==> src/rtl/load_store_unit_if.sv <==
// Word-wide data memory bus between the load/store unit and memory.
// master: LSU drives req/we/addr/be/wdata; slave: memory drives rdata/ack.
interface load_store_unit_if;
    logic        mem_req;
    logic        mem_we;
    logic [31:0] mem_addr;
    logic [3:0]  mem_be;
    logic [31:0] mem_wdata;
    logic [31:0] mem_rdata;
    logic        mem_ack;

    modport master (
        output mem_req, mem_we, mem_addr, mem_be, mem_wdata,
        input  mem_rdata, mem_ack
    );

    modport slave (
        input  mem_req, mem_we, mem_addr, mem_be, mem_wdata,
        output mem_rdata, mem_ack
    );
endinterface

==> src/rtl/load_store_unit.sv <==
// RV32I load/store unit: byte-enabled word accesses, load extension, core stall, ack timeout.
// Ports: clk, reset (sync, active-high); core side MemRead/MemWrite/Funct3/Addr/WrData ->
// LoadData/Stall/Done/BusErr/Misaligned; memory side through load_store_unit_if.master bus.
// Optional macro MISALIGN_TRAP_EN: trap misaligned H/W accesses without touching memory.
module load_store_unit #(
    parameter int ACK_TIMEOUT = 16
) (
    input  logic                     clk,
    input  logic                     reset,
    input  logic                     MemRead,
    input  logic                     MemWrite,
    input  logic [2:0]               Funct3,
    input  logic [31:0]              Addr,
    input  logic [31:0]              WrData,
    output logic [31:0]              LoadData,
    output logic                     Stall,
    output logic                     Done,
    output logic                     BusErr,
    output logic                     Misaligned,
    load_store_unit_if.master        bus
);

    localparam int CW = (ACK_TIMEOUT > 2) ? $clog2(ACK_TIMEOUT) : 1;
    localparam logic [CW-1:0] LAST = CW'(ACK_TIMEOUT - 1);

    localparam logic [1:0] IDLE = 2'd0;
    localparam logic [1:0] REQ  = 2'd1;
    localparam logic [1:0] DONE = 2'd2;

    logic [1:0]    state_q, state_d;
    logic [CW-1:0] cnt_q,   cnt_d;
    logic [31:0]   addr_q,  addr_d;
    logic [2:0]    f3_q,    f3_d;
    logic          we_q,    we_d;
    logic [3:0]    be_q,    be_d;
    logic [31:0]   wdata_q, wdata_d;
    logic [31:0]   ld_q,    ld_d;
    logic          berr_q,  berr_d;
    logic          mis_q,   mis_d;

    logic          req;
    logic [3:0]    st_be;
    logic [31:0]   st_wdata;
    logic [31:0]   rd_sh;
    logic [15:0]   rd_h;
    logic [31:0]   ld_fmt;
    logic          misal;

    assign req = MemRead | MemWrite;

    // Lane placement for the incoming request, computed from the live core inputs
    always_comb begin
        st_be    = 4'b1111;
        st_wdata = WrData;
        if (MemWrite) begin
            unique case (1'b1)
                (Funct3[1:0] == 2'b00): begin
                    st_be    = 4'b0001 << Addr[1:0];
                    st_wdata = {4{WrData[7:0]}};
                end
                (Funct3[1:0] == 2'b01): begin
                    st_be    = Addr[1] ? 4'b1100 : 4'b0011;
                    st_wdata = {2{WrData[15:0]}};
                end
                default: begin
                    st_be    = 4'b1111;
                    st_wdata = WrData;
                end
            endcase
        end
    end

`ifdef MISALIGN_TRAP_EN
    always_comb begin
        unique case (1'b1)
            (Funct3[1:0] == 2'b00): misal = 1'b0;
            (Funct3[1:0] == 2'b01): misal = Addr[0];
            default:                misal = (Addr[1:0] != 2'b00);
        endcase
    end
`else
    assign misal = 1'b0;
`endif

    // Load extraction uses the captured address/size, not the live inputs
    assign rd_sh = bus.mem_rdata >> {addr_q[1:0], 3'b000};
    assign rd_h  = addr_q[1] ? bus.mem_rdata[31:16] : bus.mem_rdata[15:0];

    always_comb begin
        unique case (1'b1)
            (f3_q[1:0] == 2'b00):
                ld_fmt = f3_q[2] ? {24'd0, rd_sh[7:0]}
                                 : {{24{rd_sh[7]}}, rd_sh[7:0]};
            (f3_q[1:0] == 2'b01):
                ld_fmt = f3_q[2] ? {16'd0, rd_h}
                                 : {{16{rd_h[15]}}, rd_h};
            default:
                ld_fmt = bus.mem_rdata;
        endcase
    end

    always_comb begin
        state_d = state_q;
        cnt_d   = cnt_q;
        addr_d  = addr_q;
        f3_d    = f3_q;
        we_d    = we_q;
        be_d    = be_q;
        wdata_d = wdata_q;
        ld_d    = ld_q;
        berr_d  = berr_q;
        mis_d   = mis_q;
        unique case (state_q)
            IDLE: begin
                if (req) begin
                    addr_d  = Addr;
                    f3_d    = Funct3;
                    we_d    = MemWrite;
                    be_d    = st_be;
                    wdata_d = st_wdata;
                    cnt_d   = '0;
                    berr_d  = 1'b0;
                    mis_d   = 1'b0;
                    state_d = REQ;
                    if (misal) begin
                        we_d    = 1'b0;
                        be_d    = 4'b0000;
                        ld_d    = '0;
                        mis_d   = 1'b1;
                        state_d = DONE;
                    end
                end
            end
            REQ: begin
                if (bus.mem_ack) begin
                    if (!we_q) ld_d = ld_fmt;
                    state_d = DONE;
                end else if (cnt_q == LAST) begin
                    ld_d    = '0;
                    berr_d  = 1'b1;
                    state_d = DONE;
                end else begin
                    cnt_d = cnt_q + CW'(1);
                end
            end
            DONE: begin
                berr_d  = 1'b0;
                mis_d   = 1'b0;
                state_d = IDLE;
            end
            default: state_d = IDLE;
        endcase
    end

    always_ff @(posedge clk) begin
        if (reset) begin
            state_q <= IDLE;
            cnt_q   <= '0;
            addr_q  <= '0;
            f3_q    <= '0;
            we_q    <= 1'b0;
            be_q    <= '0;
            wdata_q <= '0;
            ld_q    <= '0;
            berr_q  <= 1'b0;
            mis_q   <= 1'b0;
        end else begin
            state_q <= state_d;
            cnt_q   <= cnt_d;
            addr_q  <= addr_d;
            f3_q    <= f3_d;
            we_q    <= we_d;
            be_q    <= be_d;
            wdata_q <= wdata_d;
            ld_q    <= ld_d;
            berr_q  <= berr_d;
            mis_q   <= mis_d;
        end
    end

    assign bus.mem_req   = (state_q == REQ);
    assign bus.mem_we    = we_q;
    assign bus.mem_addr  = {addr_q[31:2], 2'b00};
    assign bus.mem_be    = be_q;
    assign bus.mem_wdata = wdata_q;

    // The DONE cycle releases the core even if the request is still asserted
    assign Stall      = req & (state_q != DONE);
    assign Done       = (state_q == DONE);
    assign LoadData   = ld_q;
    assign BusErr     = berr_q;
    assign Misaligned = mis_q;

endmodule

==> src/flat_wrapper.sv <==
// flat-port wrapper written by rule: the top's interface ports become plain ports
module load_store_unit_flat 
#(
    parameter int ACK_TIMEOUT = 16
)
  (clk, reset, MemRead, MemWrite, Funct3, Addr, WrData, LoadData, Stall, Done, BusErr, Misaligned, bus_mem_req, bus_mem_we, bus_mem_addr, bus_mem_be, bus_mem_wdata, bus_mem_rdata, bus_mem_ack);
  load_store_unit_if bus_i ();
  input  logic clk;
  input  logic reset;
  input  logic MemRead;
  input  logic MemWrite;
  input  logic [2:0] Funct3;
  input  logic [31:0] Addr;
  input  logic [31:0] WrData;
  output logic [31:0] LoadData;
  output logic Stall;
  output logic Done;
  output logic BusErr;
  output logic Misaligned;
  output wire logic [$bits(bus_i.mem_req)-1:0] bus_mem_req;
  output wire logic [$bits(bus_i.mem_we)-1:0] bus_mem_we;
  output wire logic [$bits(bus_i.mem_addr)-1:0] bus_mem_addr;
  output wire logic [$bits(bus_i.mem_be)-1:0] bus_mem_be;
  output wire logic [$bits(bus_i.mem_wdata)-1:0] bus_mem_wdata;
  input wire logic [$bits(bus_i.mem_rdata)-1:0] bus_mem_rdata;
  input wire logic [$bits(bus_i.mem_ack)-1:0] bus_mem_ack;
  assign bus_mem_req = bus_i.mem_req;
  assign bus_mem_we = bus_i.mem_we;
  assign bus_mem_addr = bus_i.mem_addr;
  assign bus_mem_be = bus_i.mem_be;
  assign bus_mem_wdata = bus_i.mem_wdata;
  assign bus_i.mem_rdata = bus_mem_rdata;
  assign bus_i.mem_ack = bus_mem_ack;
  load_store_unit #(.ACK_TIMEOUT(ACK_TIMEOUT)) u_core (.clk(clk), .reset(reset), .MemRead(MemRead), .MemWrite(MemWrite), .Funct3(Funct3), .Addr(Addr), .WrData(WrData), .LoadData(LoadData), .Stall(Stall), .Done(Done), .BusErr(BusErr), .Misaligned(Misaligned), .bus(bus_i));
endmodule
==> config.mk <==
export PLATFORM = sky130hd
export DESIGN_NAME = load_store_unit_flat
export DESIGN_NICKNAME = d
export VERILOG_FILES = /design/src/rtl/load_store_unit_if.sv /design/src/rtl/load_store_unit.sv /design/src/flat_wrapper.sv
export SDC_FILE = /design/constraint.sdc
export NUM_CORES = 1
export LEC_CHECK = 0
export CAP_MARGIN = 25
export CORE_ASPECT_RATIO = 1.4
export CORE_MARGIN = 4
export CORE_UTILIZATION = 46
export CTS_CLUSTER_SIZE = 30
export DETAILED_ROUTE_END_ITERATION = 8
export MAX_ROUTING_LAYER = met4
export PLACE_DENSITY = 0.86
export SLEW_MARGIN = 40
export SYNTH_ARGS = -nofsm -noshare
export SYNTH_HDL_FRONTEND = slang
export SYNTH_SLANG_ARGS = --single-unit
==> constraint.sdc <==
create_clock -name clk -period 4.2 [get_ports clk]
set_clock_uncertainty 0.05 [all_clocks]
set_input_delay 0.63 -clock clk [delete_from_list [all_inputs] [get_ports clk]]
set_output_delay 0.63 -clock clk [all_outputs]
set_load 0.03 [all_outputs]
Yosys cells after proc, flatten, opt, wreduce, memory -nomap -nowiden
Index checks and enable logic that the tools add are counted.
Storage, ports and cells
  output and inout port bits: 106
  bits of input ports: 104
  register bits after elaboration: 112
Operators by class
  equality and inequality tests: 12
  reductions and logical operators: 13
  bitwise operators: 2
  shift operators: 2
  muxes and demuxes: 25
  $add $sub $neg: 1
Operators with widths (count)
  32-bit two-way mux: 6
  32-bit case mux with 2 select lines: 2
  32-bit by 5-bit right shift with 8-bit output: 1
  4-bit two-way mux: 5
  16-bit two-way mux: 1
  4-bit case mux with 2 select lines: 2
  2-bit != test, second input constant: 4
  4-bit AND reduction: 2
  2-bit by 1-bit equality test with 1-bit output, second input constant: 3
  2-bit logical NOT: 3
  2-bit two-way mux: 3
  2-bit AND reduction: 3
  2-bit nonzero test: 3
  4-bit by 1-bit adder with 4-bit output, second input constant: 1
  4-bit equality test, second input constant: 1
  2-bit by 1-bit != test with 1-bit output, second input constant: 2
  2-bit case mux with 2 select lines: 1
  1-bit by 2-bit << shifter with 4-bit output, first input constant: 1
  1-bit two-way mux: 3
  3-bit by 1-bit != test with 1-bit output, second input constant: 1
  1-bit case mux with 3 select lines: 1
  3-bit AND reduction: 1
  3-bit nonzero test: 1
  2-bit equality test, second input constant: 1
  3 further kinds: 3

Logic depth before layout (Yosys ltp)
  word-level depth: 5
  depth in mapped cells: 6
  gate-level depth less buffers: 5

Worst setup path after synthesis
Ideal clock, no wire load.
  path type: in2reg
  start: input port reset
  end: register u_core.ld_q[19], in the netlist u_core.LoadData[19]
  data arrival time: 1.818 ns
  required time: 4.092 ns
  cell stages on the path: 5
  setup slack: 2.274 ns
  setup time: 0.058 ns
  path buffers: 2
  path through: clkbuf_1 nor3_4 nor4b_4 buf_6 a221o_2
RTL lines
  start, declared: line flat_wrapper.sv:9  | input logic reset;
  end signal, assigned: line load_store_unit.sv:175  | ld_q <= ld_d;
  end, declared: line load_store_unit.sv:37  | logic [31:0] ld_q, ld_d;

Worst setup path in the final report
  start: input port MemWrite
  end: output port Stall
Between the ends
  longest elaborated chain between the ends: 2
Ends and longest elaborated chain
  start, declared: line flat_wrapper.sv:11  | input logic MemWrite;
  1-bit OR: line load_store_unit.sv:49  | assign req = MemRead | MemWrite;
  1-bit AND: line load_store_unit.sv:188  | assign Stall = req & (state_q != DONE);
  end, declared: line flat_wrapper.sv:16  | output logic Stall;
Every way passes these cells.

==> flow_summary_export.csv <==
group,metric,value,unit
status,status,"complete, no violations",
detailed_routing,vias_per_cell,5.48,
clock_tree,clk_pin_slew,0.07,ns
yosys,synth_cell_types,44,
timing,period_share,0.679,
detailed_routing,drt_pass1_iterations,4,
die,io_pins,210,
yosys,syn_inst,563,
pwr,finalPower,2.71,mW
layout,num_antenna_cells,0,
pwr,p_per_area,385,nW/um2
die,die_w,94.9,um
clock_tree,cts.repair.resized,0,
die,dieArea,12300,um2
critical_path,cp.arrival,2.17,ns
worst_hold_path,hold_path_class,"register to register",
yosys,yosysSeqAreaShare,0.457,
critical_path,worstPathMaxFanout,5,
yosys,yosys-top-cells-area,"dfxtp_1 (46%), nand2_1 (9.9%), a21oi_1 (7.4%)",
clock_tree,clk_latency,0.34,ns
detailed_routing,drc,0,
die,num_rows,44,
placed_design,placed_cell_area,6730,um2
detailed_routing,drtIter0Drc,231,
clock_tree,clock_path_buffers,2,
placed_design,preCtsSetupSlack,1.16,ns
timing,fin_crit,2.85,ns
yosys,synth.top_cell.area_share,0.457,
placed_design,port_buffers,206,
die,start_util,0.470,
layout,fin_area,7030,um2
timing,setup_tns,0,ns
placed_design,place_congestion,0.978,
global_route,antenna_found_initial,0,
clock_tree,cts_made_buffers,9,
yosys,synth_top_area_cell,"dfxtp_1",
critical_path,criticalPathCategory,"primary input to primary output",
yosys,synth.most_common_cell,"nand2_1",
yosys,synth_flop_cell,"dfxtp_1",
clock_tree,cts_root_buf,"clkbuf_16",
timing,max_freq,351,MHz
critical_path,slowest_delay,0.69,ns
pwr,internal_power,1.88,mW
pwr,power.leakage,2.59,nW
global_route,gr-total-overflow,0,
timing,tightest_slew,0.800,ns
critical_path,cp_data_required_time,3.52,ns
critical_path,end_kind,"primary output",
pwr,seq_power_share,0.440,
critical_path,critPathLaunchType,"primary input",
die,die_y,130,um
detailed_routing,avgRoutedWirePerCell,17.3,um
critical_path,slowest_stage,"clkdlybuf4s50_1",
layout,final_nets,820,
critical_path,cp_cell_sequence,"clkdlybuf4s50_1 > nor2_1 > nor2_1 > clkdlybuf4s50_1",
yosys,synth_edf_count,0,
clock_tree,htreeDepth,3,
detailed_routing,vias,4694,
timing,finalWorstSetupSlack,1.35,ns
detailed_routing,detail-route-antenna-nets,0,
timing,rsz0062_at_grt,"no",
timing,slew_headroom,0.466,
yosys,synth_area_per_cell,8.65,um2
timing,slew_viol_final,0,
pwr,peakVddDrop,0.282,mV
layout,area_growth,44.5,%
yosys,synth_seq_cells,111,
pwr,switching_share,0.304,
yosys,synthArstFlopShare,0,
timing,finalSetupViolCount,0,
placed_design,hpwl,11100,um
pwr,switching_power,0.822,mW
timing,hold_viol_final,0,
detailed_routing,drt_wl_total,14800,um
global_route,grt_max_degree,82,
timing,hold_slack,0.402,ns
clock_tree,cts.sinks,111,
global_route,grtUsageTotal,0.244,
clock_tree,cts_tree,"built",
die,core,10300,um2
clock_tree,cts_hold_buf,0,
clock_tree,post_cts_buffers,0,
layout,layout-drive-gt1-share,0.0585,
job,max-cap-violations,0,
yosys,ys_top_cells_by_count,"nand2_1 (128), dfxtp_1 (111), a21oi_1 (72)",
pwr,p_clk_frac,0.290,
pwr,combPwrFrac,0.269,
yosys,synth.cell_area,4870,um2
global_route,grt_pass1_vias,4695,
global_route,grt_pass1_wl,22800,um
yosys,yosys_warnings,0,
cell type report:
type | instances | area (um2)
Sequential cell | 111 | 2220
Clock inverter | 1 | 5.00
Fill cell | 810 | 3320
Tap cell | 138 | 173
Timing Repair Buffer | 214 | 2130
Inverter | 3 | 11.3
Multi-Input combinational cell | 376 | 2230
Clock buffer | 13 | 260
power by group through the flow:
stage               registers, mW  clock network (mW)  logic (mW)
global placement             1.21                   0       0.709
finish                       1.19               0.785       0.729
floorplan                    1.30                   0       0.341
detailed placement           1.21                   0       0.723
global route                 1.20               0.841       0.778
CTS                          1.19               0.804       0.727
cells by family after synthesis:
| kind of cell | Yosys count | share of synthesized area |
|---|---|---|
| and+or+nand+nor | 187 | 0.171 |
| AOI/OAI and AO/OA | 156 | 0.214 |
| DFF | 111 | 0.457 |
| buffers and inverters | 78 | 0.0918 |
| muxes | 27 | 0.0604 |
| xor gates and xnor gates | 2 | 0.00360 |
| adders and majority gates | 1 | 0.00257 |
| other | 1 | 0.000770 |
worst max-delay path, delay by kind of cell:
family	cells	cell delay, ns
and+or+nand+nor	2	0.25
buffers and inverters	2	1.29
layer usage:
layer	part of all wire	track usage	vias to the layer above
met5	0	-	-
met4	0.043	0.143	0
met3	0.074	0.0438	38
met2	0.53	0.437	202
met1	0.36	0.246	2202
li1	-	-	2252
cells in the final DEF (no fill, tap or decap), types with 8 or more instances in the layout:
cell type          n
a32o_1             8
a21oi_1           72
clkbuf_16          9
mux2i_1           17
dfxtp_1          111
mux2_2             9
nand2b_1          14
a221o_1           14
nor2_1            23
a211oi_1           8
o211ai_1          16
a22o_1             8
clkdlybuf4s50_1  205
o22ai_1           16
nand2_1          128
per-stage QoR:
step | util | cells
after CTS | 0.676 | 853
after global placement | 0.651 | 839
final | 0.680 | 856
after global routing | 0.680 | 856
after detailed placement | 0.651 | 839
after floorplan | - | 565
worst paths after layout:
path | start | end | slack, ns | depth (start not counted)
min reg2reg | u_core.bus.mem_wdata[26] | u_core.bus.mem_wdata[26] | 0.40 | 2
max | MemWrite | Stall | 1.35 | 4
min | u_core.bus.mem_wdata[26] | u_core.bus.mem_wdata[26] | 0.40 | 2
max reg2reg | u_core.state_q[0] | u_core.LoadData[26] | 1.76 | 5
state kept, by name, summed over array words and instances (netlist names):
register              count
u_core.bus.mem_be         4
u_core.f3_q               3
u_core.bus.mem_we         1
u_core.cnt_q              4
u_core.LoadData          32
u_core.state_q            2
u_core.addr_q            32
u_core.BusErr             1
u_core.bus.mem_wdata     32
No activity file was read; power rests on OpenSTA's default activity.
